<file path="src/rtl/mmio_arbiter.sv">
// mmio_arbiter
//
// Round-robin Wishbone arbiter that lets up to N_MASTER bus masters share the
// single MMIO slave port. A grant is held for the whole CYC period so locked
// sequences and bursts reach the slave unbroken. Once the granted master drops
// CYC there is always one idle turnaround cycle before the next grant.
//
// Optional feature: define MMIO_ARB_TIMEOUT_EN to build in a watchdog that
// terminates strobes the slave never acknowledges. The arbiter then answers
// the master itself with ERR_DATA and raises the sticky err flag. Without the
// macro, transactions wait indefinitely and err/err_id are tied to 0.
//
// Ports:
//   CLK_I, RST_N_I      clock (rising edge) and asynchronous active-low reset
//   M_CYC_I/M_STB_I/M_WE_I  per-master Wishbone control, one bit per master
//   M_ADDR_I, M_DAT_I   per-master address / write data (unpacked arrays)
//   M_DAT_O             read data broadcast to all masters (qualified by ACK)
//   M_ACK_O             per-master acknowledge, only the granted bit can fire
//   S_CYC_O .. S_DAT_O  muxed request towards the MMIO slave
//   S_DAT_I, S_ACK_I    slave response
//   gnt                 one-hot current grant (0 while idle)
//   err, err_id         sticky timeout flag and index of last timed-out master

`ifndef MMIO_ADDR_WIDTH
`define MMIO_ADDR_WIDTH 16
`endif
`ifndef DATA_WIDTH
`define DATA_WIDTH 32
`endif

module mmio_arbiter #(
  parameter int                     N_MASTER       = 2,
  parameter int                     TIMEOUT_CYCLES = 255,
  parameter logic [`DATA_WIDTH-1:0] ERR_DATA       = 32'hDEAD_BEEF
) (
  input  logic                        CLK_I,
  input  logic                        RST_N_I,
  input  logic [N_MASTER-1:0]         M_CYC_I,
  input  logic [N_MASTER-1:0]         M_STB_I,
  input  logic [N_MASTER-1:0]         M_WE_I,
  input  logic [`MMIO_ADDR_WIDTH-1:0] M_ADDR_I [N_MASTER],
  input  logic [`DATA_WIDTH-1:0]      M_DAT_I  [N_MASTER],
  output logic [`DATA_WIDTH-1:0]      M_DAT_O,
  output logic [N_MASTER-1:0]         M_ACK_O,
  output logic                        S_CYC_O,
  output logic                        S_STB_O,
  output logic                        S_WE_O,
  output logic [`MMIO_ADDR_WIDTH-1:0] S_ADDR_O,
  output logic [`DATA_WIDTH-1:0]      S_DAT_O,
  input  logic [`DATA_WIDTH-1:0]      S_DAT_I,
  input  logic                        S_ACK_I,
  output logic [N_MASTER-1:0]         gnt,
  output logic                        err,
  output logic [$clog2(N_MASTER)-1:0] err_id
);

  localparam int IW = $clog2(N_MASTER);

  typedef enum logic {IDLE = 1'b0, BUSY = 1'b1} state_t;

  state_t                state_reg, state_next;
  logic [N_MASTER-1:0]   gnt_reg, gnt_next;
  logic [IW-1:0]         last_reg, last_next;

  logic [N_MASTER-1:0]   req;
  logic                  pick_found;
  logic [IW-1:0]         pick_idx;
  int                    cand;

  logic                  sel_cyc, sel_stb, sel_we;
  logic [`MMIO_ADDR_WIDTH-1:0] sel_addr;
  logic [`DATA_WIDTH-1:0]      sel_dat;
  logic [IW-1:0]         gnt_idx;

  logic                  busy;
  logic                  routed_ack;
  logic                  timeout_hit;

  assign req  = M_CYC_I & M_STB_I;
  assign busy = (state_reg == BUSY);

  // Round-robin pick: first requester starting at last+1, wrapping.
  always_comb begin
    pick_found = 1'b0;
    pick_idx   = '0;
    cand       = 0;
    for (int k = 1; k <= N_MASTER; k++) begin
      cand = int'(last_reg) + k;
      if (cand >= N_MASTER) cand = cand - N_MASTER;
      if (!pick_found && req[cand]) begin
        pick_found = 1'b1;
        pick_idx   = IW'(cand);
      end
    end
  end

  // Select the granted master's request; gnt_reg is one-hot or zero.
  always_comb begin
    sel_cyc  = 1'b0;
    sel_stb  = 1'b0;
    sel_we   = 1'b0;
    sel_addr = '0;
    sel_dat  = '0;
    gnt_idx  = '0;
    for (int i = 0; i < N_MASTER; i++) begin
      if (gnt_reg[i]) begin
        sel_cyc  = M_CYC_I[i];
        sel_stb  = M_STB_I[i];
        sel_we   = M_WE_I[i];
        sel_addr = M_ADDR_I[i];
        sel_dat  = M_DAT_I[i];
        gnt_idx  = IW'(i);
      end
    end
  end

  // State register.
  always_ff @(posedge CLK_I or negedge RST_N_I) begin
    if (!RST_N_I) begin
      state_reg <= IDLE;
      gnt_reg   <= '0;
      last_reg  <= IW'(N_MASTER - 1);
    end else begin
      state_reg <= state_next;
      gnt_reg   <= gnt_next;
      last_reg  <= last_next;
    end
  end

  // Next-state logic.
  always_comb begin
    state_next = state_reg;
    gnt_next   = gnt_reg;
    last_next  = last_reg;
    case (state_reg)
      IDLE: begin
        if (pick_found) begin
          gnt_next   = {{(N_MASTER-1){1'b0}}, 1'b1} << pick_idx;
          state_next = BUSY;
        end
      end
      BUSY: begin
        // Only CYC ends the tenure; STB gaps keep the grant.
        if (!sel_cyc) begin
          gnt_next   = '0;
          last_next  = gnt_idx;
          state_next = IDLE;
        end
      end
      default: begin
        gnt_next   = '0;
        state_next = IDLE;
      end
    endcase
  end

  // Slave ACK is only forwarded while the granted master is strobing.
  assign routed_ack = busy & sel_stb & S_ACK_I;

  // Outputs are gated by state so an async reset clears them without a clock.
  assign S_CYC_O  = busy & sel_cyc;
  assign S_STB_O  = busy & sel_stb & ~timeout_hit;
  assign S_WE_O   = busy & sel_we;
  assign S_ADDR_O = busy ? sel_addr : '0;
  assign S_DAT_O  = busy ? sel_dat  : '0;
  assign M_ACK_O  = gnt_reg & {N_MASTER{routed_ack | timeout_hit}};
  assign M_DAT_O  = !busy      ? '0       :
                    timeout_hit ? ERR_DATA : S_DAT_I;
  assign gnt      = gnt_reg;

`ifdef MMIO_ARB_TIMEOUT_EN
  localparam int WW = $clog2(TIMEOUT_CYCLES + 1);

  logic [WW-1:0] wd_reg, wd_next;
  logic          err_reg;
  logic [IW-1:0] err_id_reg;

  // Fires on the TIMEOUT_CYCLES-th unacknowledged strobe cycle.
  assign timeout_hit = busy & sel_stb & ~S_ACK_I &
                       (wd_reg == WW'(TIMEOUT_CYCLES - 1));

  always_comb begin
    wd_next = wd_reg;
    if (!busy || routed_ack || timeout_hit) begin
      wd_next = '0;
    end else if (sel_stb) begin
      wd_next = wd_reg + 1'b1;
    end
  end

  always_ff @(posedge CLK_I or negedge RST_N_I) begin
    if (!RST_N_I) begin
      wd_reg     <= '0;
      err_reg    <= 1'b0;
      err_id_reg <= '0;
    end else begin
      wd_reg <= wd_next;
      if (timeout_hit) begin
        err_reg    <= 1'b1;
        err_id_reg <= gnt_idx;
      end
    end
  end

  assign err    = err_reg;
  assign err_id = err_id_reg;
`else
  assign timeout_hit = 1'b0;
  assign err         = 1'b0;
  assign err_id      = '0;
`endif

endmodule

</file>
<file path="config.mk">
export PLATFORM = sky130hd
export DESIGN_NAME = mmio_arbiter
export DESIGN_NICKNAME = d
export VERILOG_FILES = /design/src/rtl/mmio_arbiter.sv
export SDC_FILE = /design/constraint.sdc
export NUM_CORES = 1
export LEC_CHECK = 0
export CAP_MARGIN = 10
export CORE_AREA = 3 3 87 89
export CTS_CLUSTER_SIZE = 24
export DETAILED_ROUTE_END_ITERATION = 7
export DIE_AREA = 0 0 90 92
export HOLD_SLACK_MARGIN = 0.02
export PLACE_DENSITY = 0.73
export SLEW_MARGIN = 5
export SYNTH_ARGS = -nofsm -noshare
export SYNTH_HDL_FRONTEND = slang
export SYNTH_SLANG_ARGS = --single-unit
</file>
<file path="constraint.sdc">
create_clock -name CLK_I -period 2.3 [get_ports CLK_I]
set_clock_uncertainty 0.05 [all_clocks]
set_input_delay 0.69 -clock CLK_I [delete_from_list [all_inputs] [get_ports CLK_I]]
set_output_delay 0.69 -clock CLK_I [all_outputs]
set_load 0.1 [all_outputs]
</file>
-- Word-level counts from Yosys, hierarchy flattened
Index checks and enable logic that the tools add are counted.
Widths: inputs -> output; s select.
- $add $sub $neg: 4
- order comparisons: 4
- eq/ne operators: 2
- shift-type cells: 1
- muxes and demuxes: 32
- bitwise logic cells: 8
- reductions and logical operators: 4
- operator list (cell ; count):
    $mux 32 ; 6
    $lt 32x3->1 const B ; 2
    $mux 16 ; 3
    $mux 1 ; 19
    $and 1x1->1 ; 4
    $and 2x2->2 ; 2
    $mux 2 ; 2
    $ne 2x2->1 const B ; 2
    $pmux 2 s2 ; 1
    $reduce_and 2->1 ; 2
    $sub 3x2->4 const B ; 1
    $add 1x2->3 const B ; 1
    $ge 3x2->1 const B ; 1
    $sub 2x2->3 const B ; 1
    $add 1x1->2 const B ; 1
    $ge 2x2->1 const B ; 1
    $not 1->1 ; 2
    $pmux 1 s2 ; 1
    $shl 1x1->2 const A ; 1
    $logic_and 1x1->1 ; 1
    $logic_not 1->1 ; 1
- register bits: 4
- bits of input ports: 137
- output and inout port bits: 89

-- Logic depth before layout (Yosys ltp)
Gate-level depths: netlist of the first run.
- depth after elaboration: 13
- gate-level depth with buffers: 5
- depth with buffers taken out: 3

-- Worst setup path after synthesis of the first run
Ideal clock, no wire load.
- path kind: register -> output
- start: register gnt_reg[0], in the netlist gnt[0]
- end: output M_ACK_O[0]
- arrival: 2.980 ns
- data required time: 1.560 ns
- path slack: -1.420 ns
- cell stages (with the launch flop): 4
- path buffers: 0
- path through: dfrtp_1 > nand3b_1 > a21boi_2 > and3_1
- longest elaborated chain between the ends: 5
- RTL lines (what ; line ; RTL):
    from (decl) ; 62 ; logic [N_MASTER-1:0] gnt_reg, gnt_next;
    from (signal assigned) ; 125 ; gnt_reg <= gnt_next;
    $mux 1 (2 in a row) ; 106 ; if (gnt_reg[i]) begin
    $and 1x1->1 ; -- ;
    named net S_STB_O ; 46 ; output logic S_STB_O,
    $and 1x1->1 ; 158 ; assign routed_ack = busy & sel_stb & S_ACK_I;
    $and 2x2->2 ; 166 ; assign M_ACK_O = gnt_reg & {N_MASTER{routed_ack | timeout_hit}};
    to (decl) ; 44 ; output logic [N_MASTER-1:0] M_ACK_O,
The timed path passes the listed nets, and every way through them passes these cells.

-- Worst setup path after layout of the first run
- start: input M_DAT_I[29] (netlist bit)
- end: output S_DAT_O[29]
- longest elaborated chain between the ends: 2
- RTL lines (what ; line ; RTL):
    from (decl) ; 42 ; input logic [`DATA_WIDTH-1:0] M_DAT_I [N_MASTER],
    $mux 32 ; 106 ;
    $mux 32 ; 165 ; assign S_DAT_O = busy ? sel_dat : '0;
    to (decl) ; 49 ; output logic [`DATA_WIDTH-1:0] S_DAT_O,
No other way between the ends.

==> flow_metrics.env, run 1 <==
export IMPL_cts_sinks=4
export IMPL_p_leak_nw=2.32
export IMPL_largest_register_ffs=2
export IMPL_synthCells=185
export IMPL_synth_simple_gate_area_share_pct=44.0
export IMPL_final_core_util_pct=79.7
export IMPL_synth_area_leaders="a22oi_1, nor2b_1, and2_1"
export IMPL_cts_tree="done"
export IMPL_grtUsageMet3_pct=7.30
export IMPL_synthTopCellsByCount="a22oi_1, nor2b_1, and2_1"
export IMPL_rows=30
export IMPL_regArea_um2=108
export IMPL_min_period_ns=2.33
export IMPL_cap_violations=0
export IMPL_critPathBufInv=2
export IMPL_ios=226
export IMPL_r2r_cells=7
export IMPL_die_y_um=92
export IMPL_design_area_um2=5440
export IMPL_port_buffers=223
export IMPL_worstHoldPathType="flip-flop to flip-flop"
export IMPL_multi_input_area_um2=1690
export IMPL_top_usage_layer="met2"
export IMPL_drc=0
export IMPL_drive_above_1_share_pct=56.1
export IMPL_synthArstFlopShare_pct=100
export IMPL_critPathArrivalTime_ns=1.59
export IMPL_slowest_delay_ns=0.49
export IMPL_synth_top_area_cell="a22oi_1"
export IMPL_status="finished with violations"
export IMPL_routedWlPerCell_um=17.3
export IMPL_cts_buffers=3
export IMPL_grt_pass1_vias=2496
export IMPL_period_share_pct=101
export IMPL_vdd_drop_max_mv=0.907
export IMPL_worstHoldStart="last_reg"
export IMPL_holdPathEnd="last_reg"
export IMPL_p_per_area_nw_per_um2=1470
export IMPL_antenna_found_initial=0
export IMPL_synth_xor_area_share_pct=0
export IMPL_synth_seq_cells=4
export IMPL_synth_compound_area_share_pct=35.3
export IMPL_violations="setup timing"
export IMPL_grt_overflow=0
export IMPL_clk_latency_ns=0.23
export IMPL_placed_cell_area_um2=5160
export IMPL_dp_hpwl_mm=6.88
export IMPL_num_antenna_cells=0
export IMPL_crit_reg2reg_capture="gnt[0]"
export IMPL_criticalPathCategory="input pin to primary output"
export IMPL_place_inst=493
export IMPL_die_area_um2=8280
export IMPL_setup_viol=29
export IMPL_initial_utilization_pct=19.1
export IMPL_slowest_stage="clkdlybuf4s50_1"
export IMPL_synth_top_family_by_area="simple AND/OR/NAND/NOR gates"
export IMPL_via_count=2315
export IMPL_area_delta_synth_final_pct=316
export IMPL_yosysWarnings=0
export IMPL_dominantRegCellSynth="dfrtp_1"
export IMPL_cts_hold_buf=0
export IMPL_syn_area_um2=1310
export IMPL_power_total_mw=7.98
export IMPL_drt_iter0_drc=57
export IMPL_grt_max_degree=39
export IMPL_yosysSeqAreaShare_pct=7.75
export IMPL_ant_nets=0
export IMPL_hold_depth=1
export IMPL_drt_wl_total_mm=8.90
export IMPL_tns_ns=-0.425
export IMPL_grt_util_met1_pct=19.9
export IMPL_clkTransAtPathRegs_ns=0.03
export IMPL_reg2reg_setup_slack_ns=0.76
export IMPL_fmax_ghz=0.429
export IMPL_synth_top_area_share_pct=28.7
export IMPL_grtUsageMet2_pct=39.8
export IMPL_viasPerCell=4.51
export IMPL_startpoint_type="input pin"
export IMPL_die_x_um=90
export IMPL_cp_max_fo=1
export IMPL_cts_root_buffer="clkbuf_8"
export IMPL_synth_cell_types=24
export IMPL_syn_area_per_cell_um2=7.07
export IMPL_synth_edf_count=0
export IMPL_drt_pass1_iter_count=4
export IMPL_fin_cells=513
export IMPL_cp_required_ns=1.56
export IMPL_reg2reg_from="gnt[0]"
export IMPL_cts_max_path_buffers=2
export IMPL_core_um2=6830
export IMPL_critPathTopFamily="buffers and inverters"
export IMPL_nets=555
export IMPL_synth_adder_area_share_pct=0
export IMPL_gp_congestion=0.761
export IMPL_grt_pass1_wl_mm=13.4
export IMPL_hold_viol_final=0
export IMPL_rsz0062_at_grt="true"
export IMPL_crit_path_cell_trace="clkdlybuf4s50_1, a22oi_2, nor2b_4, buf_12"
export IMPL_htreeDepth=1
export IMPL_fill_cells=434
export IMPL_end_kind="primary output"
export IMPL_grt_usage_pct=19.9
export IMPL_setup_slack_ns=-0.0290
export IMPL_synth_area_mux_share_pct=0
export IMPL_finalMaxSlewViolations=0
[layout make-up]
type | count | share of cell area [%]
tap | 96 | 2.21
multi-input combinational | 156 | 31.0
inverter | 1 | 0.0690
timing repair buffer | 252 | 63.9
sequential | 4 | 1.98
clock buffer | 4 | 0.828
[through the flow]
stage | setup slack [ns] | hold slack, ns
2_1_floorplan | -0.371 | 0.344
6_report | -0.0290 | 0.529
5_1_grt | -0.0817 | 0.547
4_1_cts | -0.0514 | 0.521
3_5_place_dp | -0.283 | 0.514
3_3_place_gp | -0.272 | 0.511
[cells by family after synthesis]
logic type	Yosys count
AO/OA/AOI/OAI	61
buffers and inverters	26
flip-flops	4
other	1
AND/OR/NAND/NOR	93
[where the power goes]
group          switching, mW  leakage, nW  internal (mW)  total, mW
Combinational           4.54         2.25           3.09       7.63
Sequential            0.0667       0.0435          0.119      0.186
Clock                 0.0474       0.0228          0.119      0.167
Total                   4.65         2.32           3.33       7.98
[per-layer routing]
metal | wire (µm) | vias to the layer above
met4 | 50 | 0
met1 | 2940 | 1068
met5 | 0 | -
met3 | 830 | 6
li1 | - | 1118
met2 | 5070 | 123
[timing repair]
item | CTS | global route
buffers inserted | 5 | 5
resized for setup | 73 | 19
setup endpoints to repair | 53 | 52
pin swaps | 23 | 9
cloned | 1 | 5
[cells in the final DEF (no fill, tap or decap), types with 3 or more instances in the layout]
master,Yosys,layout
nand2_1,6,3
buf_12,0,91
clkbuf_16,0,5
dlygate4sd2_1,0,64
buf_4,6,16
a22oi_2,0,49
nand2_2,0,3
clkbuf_8,0,3
and2_1,33,32
buf_16,0,3
clkdlybuf4s50_1,0,57
dlymetal6s2s_1,0,14
nor2b_4,1,50
[how the worst max path moves through the flow]
stage,slack [ns],cells after the start,start,endpoint
after floorplan,-0.37,3,M_STB_I[0],M_ACK_O[0]
after global placement,-0.27,5,M_STB_I[0],M_ACK_O[0]
after detailed placement,-0.28,5,M_STB_I[0],M_ACK_O[0]
after CTS,-0.05,5,gnt[1],S_ADDR_O[11]
after global routing,-0.08,6,gnt[1],S_ADDR_O[14]
final,-0.03,4,M_DAT_I[29],S_DAT_O[29]
Power figures use the tool's default switching activity.
==> inputs of run 2 (changes only) <==
RECOVER_POWER = 25   (was not set)
==> run 2 against run 1 <==
Effect of this change:
- the flow still finishes with violations (setup timing)
- count of clock-buffer cells in the layout did not move
- design area stayed put
- global-route usage unchanged
- non-clock buffer count stayed put
- worst hold slack hardly changed
- power about the same
- maximum frequency barely moved
- flip-flop and latch count unchanged
- core utilization is the same
- worst setup slack better by 0.0016 ns
- critical path depth unchanged
- sequential power is essentially flat
- critical path type unchanged
==> flow_metrics.env, run 2 (synthesis results as in run 1) <==
export IMPL_drc=0
export IMPL_cts_max_path_buffers=2
export IMPL_status="finished with violations"
export IMPL_r2r_cells=7
export IMPL_die_x_um=90
export IMPL_p_leak_nw=2.32
export IMPL_area_delta_synth_final_pct=316
export IMPL_ios=226
export IMPL_cts_tree="done"
export IMPL_clkTransAtPathRegs_ns=0.03
export IMPL_drt_iter0_drc=55
export IMPL_worstHoldStart="last_reg"
export IMPL_combPwrFrac_pct=95.6
export IMPL_nets=555
export IMPL_drive_above_1_share_pct=56.1
export IMPL_critPathTopFamily="buffers and inverters"
export IMPL_clkPwrFrac_pct=2.1
export IMPL_die_y_um=92
export IMPL_design_area_um2=5440
export IMPL_reg2reg_from="gnt[0]"
export IMPL_viasPerCell=4.51
export IMPL_htreeDepth=1
export IMPL_vdd_drop_max_mv=0.907
export IMPL_gp_congestion=0.761
export IMPL_setup_viol=29
export IMPL_switching_share_pct=58.3
export IMPL_cts_buffers=3
export IMPL_routedWlPerCell_um=17.3
export IMPL_critPathArrivalTime_ns=1.59
export IMPL_grt_pass1_vias=2496
export IMPL_clk_latency_ns=0.23
export IMPL_end_kind="primary output"
export IMPL_slowest_delay_ns=0.49
export IMPL_rsz0062_at_grt="true"
export IMPL_cap_violations=0
export IMPL_finalMaxSlewViolations=0
export IMPL_worstHoldPathType="flip-flop to flip-flop"
export IMPL_cp_max_fo=1
export IMPL_grt_max_degree=39
export IMPL_port_buffers=223
export IMPL_period_share_pct=101
export IMPL_grt_pass1_wl_mm=13.4
export IMPL_ant_nets=0
export IMPL_via_count=2312
export IMPL_cts_sinks=4
export IMPL_grt_usage_pct=19.9
export IMPL_min_period_ns=2.33
export IMPL_hold_depth=1
export IMPL_drt_wl_total_mm=8.89
export IMPL_holdPathEnd="last_reg"
export IMPL_p_per_area_nw_per_um2=1470
export IMPL_antenna_found_initial=0
export IMPL_final_core_util_pct=79.7
export IMPL_num_antenna_cells=0
export IMPL_violations="setup timing"
export IMPL_cp_required_ns=1.56
export IMPL_dp_hpwl_mm=6.88
export IMPL_slowest_stage="clkdlybuf4s50_1"
export IMPL_critPathBufInv=2
export IMPL_die_area_um2=8280
export IMPL_p_sw_mw=4.65
export IMPL_crit_path_cell_trace="clkdlybuf4s50_1, a22oi_2, nor2b_4, buf_12"
export IMPL_placed_cell_area_um2=5160
export IMPL_setup_slack_ns=-0.0274
export IMPL_seqPwrFrac_pct=2.3
export IMPL_initial_utilization_pct=19.1
export IMPL_rows=30
export IMPL_final_common_cell="buf_12"
export IMPL_startpoint_type="input pin"
export IMPL_largest_register_ffs=2
export IMPL_criticalPathCategory="input pin to primary output"
export IMPL_core_um2=6830
export IMPL_grt_overflow=0
export IMPL_layout_common_cells="buf_12, dlygate4sd2_1, clkdlybuf4s50_1, nor2b_4, a22oi_2"
export IMPL_reg2reg_setup_slack_ns=0.76
export IMPL_drt_pass1_iter_count=4
export IMPL_hold_viol_final=0
export IMPL_cts_root_buffer="clkbuf_8"
export IMPL_intPower_mw=3.33
export IMPL_fmax_ghz=0.430
export IMPL_crit_reg2reg_capture="gnt[0]"
==> run 2: changes by cell type in the layout (fill, tap and decap cells not counted) <==
cell             change
buf_4                -1
clkbuf_4             +1
dlygate4sd3_1        +1
clkdlybuf4s50_1      -1
==> run 2: through the flow <==
stage / cells / total power [mW] / setup TNS [ns] / worst slack (ns) / hold WS [ns]
6_report: 513 / 7.98 / -0.425 / -0.0274 / 0.529
3_5_place_dp: 493 / 7.38 / -2.64 / -0.283 / 0.514
2_1_floorplan: 186 / 5.08 / -6.23 / -0.371 / 0.344
5_1_grt: 513 / 8.23 / -2.73 / -0.0817 / 0.547
4_1_cts: 503 / 7.69 / -0.808 / -0.0514 / 0.521
3_3_place_gp: 493 / 7.32 / -2.00 / -0.272 / 0.511
==> run 2: area by class of cell <==
| class | count | area [µm²] |
|---|---|---|
| Multi-Input combinational cell | 156 | 1690 |
| Timing Repair Buffer | 252 | 3480 |
| Sequential cell | 4 | 108 |
| Inverter | 1 | 3.75 |
| Tap cell | 96 | 120 |
| Clock buffer | 4 | 45.0 |
| Fill cell | 434 | 1390 |
==> run 2: power by group through the flow <==
stage	combinational [mW]	sequential, mW	clock (mW)
after detailed placement	7.17	0.204	0
final	7.63	0.186	0.167
after floorplan	4.87	0.209	0
after global routing	7.86	0.197	0.175
after CTS	7.33	0.189	0.168
after global placement	7.11	0.201	0
==> run 2: worst max-delay path by stage <==
stage | depth (start not counted) | to | start
2_1_floorplan | 3 | M_ACK_O[0] | M_STB_I[0]
3_3_place_gp | 5 | M_ACK_O[0] | M_STB_I[0]
3_5_place_dp | 5 | M_ACK_O[0] | M_STB_I[0]
4_1_cts | 5 | S_ADDR_O[11] | gnt[1]
5_1_grt | 6 | S_ADDR_O[14] | gnt[1]
6_report | 4 | S_DAT_O[29] | M_DAT_I[29]
==> run 2: per-layer routing <==
metal | vias to the layer above | track usage [%] | share of wire [%]
met5 | - | 0 | 0
met4 | 0 | 2.68 | 0.56
met3 | 6 | 7.30 | 9.2
met2 | 123 | 39.8 | 57
met1 | 1065 | 19.9 | 33
li1 | 1118 | - | -
==> run 2: what timing repair did <==
item | 4_1_cts | 5_1_grt
resized for setup | 73 | 19
endpoints found under the setup margin | 53 | 52
hold buffers | 0 | 0
setup buffers | 5 | 5
gates cloned | 1 | 5
pin swaps | 23 | 9
==> run 2: worst reg2reg max path: stages, from the launching register on <==
cell and delay (ns):
dfrtp_4 0.47, nor2b_4 0.15, buf_12 0.15, clkbuf_16 0.16, buf_4 0.13, buf_4 0.12, o21ai_2 0.12, a2bb2oi_1 0.07
==> inputs of run 3 (changes only) <==
RECOVER_POWER = 50   (was 25)
==> results of run 3 <==
Final layout, timing and power as in run 2 (identical DEF).
